### config.mk
export PLATFORM = sky130hd
export DESIGN_NAME = rf_writeback_arb
export DESIGN_NICKNAME = d
export VERILOG_FILES = /design/src/rtl/rf_writeback_arb.sv
export SDC_FILE = /design/constraint.sdc
export NUM_CORES = 1
export LEC_CHECK = 0
export CELL_PAD_IN_SITES_DETAIL_PLACEMENT = 1
export CELL_PAD_IN_SITES_GLOBAL_PLACEMENT = 2
export CORE_MARGIN = 3
export CORE_UTILIZATION = 30
export DETAILED_ROUTE_END_ITERATION = 12
export GPL_ROUTABILITY_DRIVEN = 0
export PLACE_DENSITY_LB_ADDON = 0.2
export SYNTH_ARGS = -nofsm -noshare
export SYNTH_HDL_FRONTEND = slang
export SYNTH_SLANG_ARGS = --single-unit
### constraint.sdc
create_clock -name clk -period 2.6 [get_ports clk]
set_input_delay 0.52 -clock clk [delete_from_list [all_inputs] [get_ports clk]]
set_output_delay 0.52 -clock clk [all_outputs]
set_load 0.05 [all_outputs]
### src/rtl/rf_writeback_arb.sv
// rtl/rf_writeback_arb.sv - register file writeback arbiter with long-latency result FIFO and busy scoreboard
module rf_writeback_arb #(
  parameter int XLEN  = 32,
  parameter int DEPTH = 2
) (
  input  logic                       clk,
  input  logic                       rst,
  input  logic                       pipe_we,
  input  logic [4:0]                 pipe_rd,
  input  logic [XLEN-1:0]            pipe_wd,
  input  logic                       issue_valid,
  input  logic [4:0]                 issue_rd,
  output logic                       issue_ready,
  input  logic                       lu_valid,
  input  logic [4:0]                 lu_rd,
  input  logic [XLEN-1:0]            lu_wd,
  output logic                       lu_ready,
  input  logic [4:0]                 q1_addr,
  input  logic [4:0]                 q2_addr,
  output logic                       q1_busy,
  output logic                       q2_busy,
  output logic                       rf_we,
  output logic [4:0]                 rf_a3,
  output logic [XLEN-1:0]            rf_wd3,
  output logic [$clog2(DEPTH):0]     fifo_count
);

  localparam int AW = $clog2(DEPTH);
  localparam int CW = AW + 1;

  logic [4:0]      fifo_rd [DEPTH];
  logic [XLEN-1:0] fifo_wd [DEPTH];
  logic [AW-1:0]   wr_ptr;
  logic [AW-1:0]   rd_ptr;
  logic [31:0]     busy;
  logic [31:0]     busy_next;
  logic            from_fifo;
  logic            pipe_hit;
  logic            push;
  logic            pop;

  always_comb begin
    lu_ready    = (fifo_count != CW'(DEPTH));
    issue_ready = !busy[issue_rd];
    q1_busy     = busy[q1_addr];
    q2_busy     = busy[q2_addr];
    pipe_hit    = pipe_we && (pipe_rd != 5'd0);
    // Zero-destination results are acknowledged but never stored.
    push        = lu_valid && lu_ready && (lu_rd != 5'd0);
    // Uses the registered count, so a fresh push cannot bypass to the write port.
    pop         = !pipe_hit && (fifo_count != '0);
  end

  // Clear lands on the edge where the register file captures the FIFO-sourced write.
  always_comb begin
    busy_next = busy;
    if (rf_we && from_fifo) begin
      busy_next[rf_a3] = 1'b0;
    end
    if (issue_valid && issue_ready && (issue_rd != 5'd0)) begin
      busy_next[issue_rd] = 1'b1;
    end
    busy_next[0] = 1'b0;
  end

  always_ff @(posedge clk) begin
    if (push) begin
      fifo_rd[wr_ptr] <= lu_rd;
      fifo_wd[wr_ptr] <= lu_wd;
    end
  end

  always_ff @(posedge clk) begin
    if (rst) begin
      rf_we      <= 1'b0;
      rf_a3      <= 5'd0;
      rf_wd3     <= '0;
      from_fifo  <= 1'b0;
      wr_ptr     <= '0;
      rd_ptr     <= '0;
      fifo_count <= '0;
      busy       <= '0;
    end else begin
      busy <= busy_next;
      if (pipe_hit) begin
        rf_we     <= 1'b1;
        rf_a3     <= pipe_rd;
        rf_wd3    <= pipe_wd;
        from_fifo <= 1'b0;
      end else if (pop) begin
        rf_we     <= 1'b1;
        rf_a3     <= fifo_rd[rd_ptr];
        rf_wd3    <= fifo_wd[rd_ptr];
        from_fifo <= 1'b1;
      end else begin
        rf_we     <= 1'b0;
        from_fifo <= 1'b0;
      end
      if (push) begin
        wr_ptr <= wr_ptr + AW'(1);
      end
      if (pop) begin
        rd_ptr <= rd_ptr + AW'(1);
      end
      case ({push, pop})
        2'b10:   fifo_count <= fifo_count + CW'(1);
        2'b01:   fifo_count <= fifo_count - CW'(1);
        default: fifo_count <= fifo_count;
      endcase
    end
  end

endmodule

==> results of run 1 <==
## cell type report
class,count,area share
Inverter,3,0.00118
Tap cell,280,0.0367
Multi-Input combinational cell,406,0.310
Clock inverter,15,0.0169
Sequential cell,149,0.392
Timing Repair Buffer,188,0.199
Clock buffer,17,0.0446
## metal layers
metal | vias to the layer above | part of all wire | track usage | wire length [um]
li1 | 2593 | - | - | -
met1 | 2750 | 0.43 | 0.213 | 9070
met2 | 121 | 0.51 | 0.306 | 10800
met3 | 28 | 0.051 | 0.0525 | 1080
met4 | 0 | 0.015 | 0.0575 | 318
met5 | - | 0 | 0 | 0
## worst register-to-register path, cell delays in order (launching register included)
cell                      delay, ns
sky130_fd_sc_hd__dfxtp_2       0.37
sky130_fd_sc_hd__mux4_2        0.50
sky130_fd_sc_hd__buf_4         0.15
sky130_fd_sc_hd__buf_4         0.12
sky130_fd_sc_hd__or4_4         0.50
sky130_fd_sc_hd__o21ai_0       0.16
## stage by stage
stage,setup TNS [ns],utilization,std cells
3_3_place_gp,-1.13,0.401,1019
3_5_place_dp,-1.36,0.401,1019
5_1_grt,-0.0525,0.433,1058
4_1_cts,-0.00629,0.432,1059
2_1_floorplan,-27.22,-,602
6_report,0,0.433,1058
## cells by family after synthesis
family | after synthesis | share of synthesized area
AOI/OAI and AO/OA | 145 | 0.132
xor gates and xnor gates | 3 | 0.00387
adders and majority gates | 1 | 0.00184
buffers and inverters | 47 | 0.0318
DFF | 149 | 0.548
muxes | 71 | 0.139
and+or+nand+nor | 186 | 0.144
## sequential cells by signal, indices dropped and copies added (netlist names), 2 cells and up, named ones only
register	count
rf_a3	5
fifo_wd	64
fifo_rd	10
fifo_count	2
rf_wd3	32
busy	31
## power by group through the flow
stage	logic [mW]	clock network, mW	registers [mW]
after floorplan	1.15	0	3.56
after global placement	2.59	0	3.11
after detailed placement	2.61	0	3.13
after CTS	2.64	2.49	3.08
after global routing	2.81	2.60	3.12
final	2.60	2.42	3.07
## cell usage after synthesis (all sizes together) (4+ instances only)
cell	count
nand2	94
nand3b	22
nor3b	6
mux2	7
clkbuf	23
or2	4
or3	5
o31ai	8
dfxtp	75
buf	21
mux4	18
nor2b	20
nor2	10
edfxtp	74
mux2i	46
a21oi	41
o211ai	38
nand3	5
o21ai	41
## final timing paths
check | end | slack, ns | depth (start not counted)
max reg2reg | busy[8] | 0.72 | 5
max | q2_busy | 0.04 | 7
min | busy[4] | 0.41 | 3
min reg2reg | flip-flop | 0.53 | 2
## repair_timing
item / 4_1_cts / 5_1_grt
setup endpoints to repair: 3 / 3
gates resized for setup: 33 / 18
setup buffers: 8 / 1
pin swaps: 7 / 5
==> qor_table.md, run 1 <==
| Result | This run |
|:---|:---|
| Total iterations of the first detailed-routing run | 4 |
| Worst Min Path Start | rst |
| Global-route wire length before repair | 34000 um |
| Dominant cell type by area after synthesis | sky130_fd_sc_hd__edfxtp_1 |
| Total via count after detailed routing | 5492 |
| Number of nets in the finished design | 860 |
| Cell family with the largest share of critical-path delay | multiplexers |
| Worst setup path category | primary input to output port |
| Slowest Stage Delay on Critical Path | 0.50 ns |
| Setup clock skew after layout | 0.0130 ns |
| Critical path's slowest cell | sky130_fd_sc_hd__mux4_2 |
| Placed instance area | 0.00883 mm2 |
| Die width | 157 um |
| Worst setup path startpoint | q2_addr[0] |
| Most frequent standard cell in the layout excluding fill and tap cells | sky130_fd_sc_hd__clkdlybuf4s50_1 |
| Worst Setup Slack, final | 0.0377 ns |
| Max transition margin | 0.458 |
| Count of flip-flops with a built-in enable after synthesis | 74 |
| Type of the tightest min-delay check | primary input to flip-flop |
| Commonest cells after routing, fill and taps aside | 124 x sky130_fd_sc_hd__clkdlybuf4s50_1, 93 x sky130_fd_sc_hd__nand2_1, 74 x sky130_fd_sc_hd__edfxtp_1 |
| Fill count | 2369 |
| CP max FO | 9 |
| Initial antenna violation count | 0 |
| Share of flip-flops with an asynchronous set or reset | 0 |
| Vertical die dimension | 157 um |
| Synthesized area per cell | 11.3 um2 |
| Post-route design area | 0.00954 mm2 |
| Internal power summed over all cells | 5.24 mW |
| FF/Latch Area | 0.00374 mm2 |
| Max Freq | 390 MHz |
| Count of different cell masters after synthesis | 50 |
| Fraction of power consumed by sequential logic | 0.380 |
| H-tree Lvls | 4 |
| Placeable core region | 0.0220 mm2 |
| Run status | finished clean |
| Warnings from Yosys | 0 |
| Power density of the placed cells | 848 mW/mm2 |
| Final count of pins violating max slew | 0 |
| Routed via count divided by cell count | 5.19 |
| Proportion of synthesized chip area in sequential cells | 0.548 |
| Most common flop cell mapped by yosys | sky130_fd_sc_hd__dfxtp_1 |
| Number of CTS-inserted buffers | 17 |
| Post-synthesis sequential element count | 149 |
| Cell area after technology mapping | 0.00680 mm2 |
| Proportion of power drawn by combinational gates | 0.321 |
| Critical Path Start Type | primary input |
| Number of sinks handled by clock tree synthesis | 149 |
| Hold_ws | 0.413 ns |
| RSZ-0062 raised after global routing | yes |
| Number of buffers added on ports | 137 |
| Worst voltage drop across the vdd grid | 0.480 mV |
| Required time at the worst-slack endpoint | 2.08 ns |
| Number of rows in the core area | 54 |
| # IOs | 138 |
| Leakage power | 3.27 nW |
| Initial Util | 0.309 |
| Worst slack, placed | -0.378 ns |
| Largest net degree at the start of global routing | 76 |
| Count of final hold-check violations | 0 |
| Share of final-layout standard cells stronger than drive strength 1 | 0.190 |
| Cell chosen for the clock root | sky130_fd_sc_hd__clkbuf_16 |
| Number of instances in the synthesized netlist | 602 |
| Number of antenna repair diodes | 0 |
| Crit path capture type | output port |
| Transition time at the pin with the least slew margin | 0.813 ns |
| Worst R2R Start | busy[8] |
| Worst endpoint data arrival time | 2.04 ns |
| P_sw | 2.85 mW |
| Total congestion overflow | 0 |
| Max capacitance violation total | 0 |
| Power share of the clock group | 0.300 |
| Final setup viols | 0 |
| Tot Pwr | 8.09 mW |
| Switching share of power | 0.353 |
| Final critical-path required period | 2.56 ns |
| Worst path cell trace | dlygate4sd2_1 -> buf_6 -> mux4_2 -> mux2_4 -> nand2_2 -> a32oi_2 -> buf_12 |
| Area enclosed by the die boundary | 0.0245 mm2 |
| Drt initial violations | 246 |
| Final WL | 21200 um |
| Share of the clock period used by the worst path after layout | 0.986 |
| Cts hold-fix bufs | 0 |
| Area contributors post-synth | sky130_fd_sc_hd__edfxtp_1 33%, sky130_fd_sc_hd__dfxtp_1 22%, sky130_fd_sc_hd__mux2i_1 6.8%, sky130_fd_sc_hd__mux4_2 6.0%, sky130_fd_sc_hd__nand2_1 5.2% |
| Number of remaining DRC errors | 0 |
| Source-to-sink clock delay at the later pin of the worst-skew pair | 0.42 ns |
| Area Growth Syn to Fin | 40.4% |
| Area fraction of the dominant cell type after synthesis | 0.327 |
| Clock tree from TritonCTS | built |
| Count of buffer and inverter cells on the critical path | 3 |
| Buffer levels on the longest clock path | 2 |
| Mapped Nets | 697 |
| Area of the multi-input gates | 0.00295 mm2 |
| Post-DRT Antenna Nets | 0 |
| HPWL reported at the end of detailed placement | 15200 um |
| Via count of the first global-routing pass | 6114 |
| DR WL/cell | 20.1 um |
| Register clock-pin slew on the reported worst setup and hold paths | 0.07 ns |
| Overall fraction of global-route tracks in use | 0.178 |
No activity file was read; power rests on OpenSTA's default activity.
==> run 2, diff against run 1 <==
--- a/config.mk
+++ b/config.mk
@@ -10,7 +10,7 @@
 export CORE_MARGIN = 3
 export CORE_UTILIZATION = 30
 export DETAILED_ROUTE_END_ITERATION = 12
-export GPL_ROUTABILITY_DRIVEN = 0
+export HOLD_SLACK_MARGIN = 0.12
 export PLACE_DENSITY_LB_ADDON = 0.2
 export SYNTH_ARGS = -nofsm -noshare
 export SYNTH_HDL_FRONTEND = slang
==> results of run 2 <==
Same layout as run 1: the final DEF is identical, and so are final timing and power.
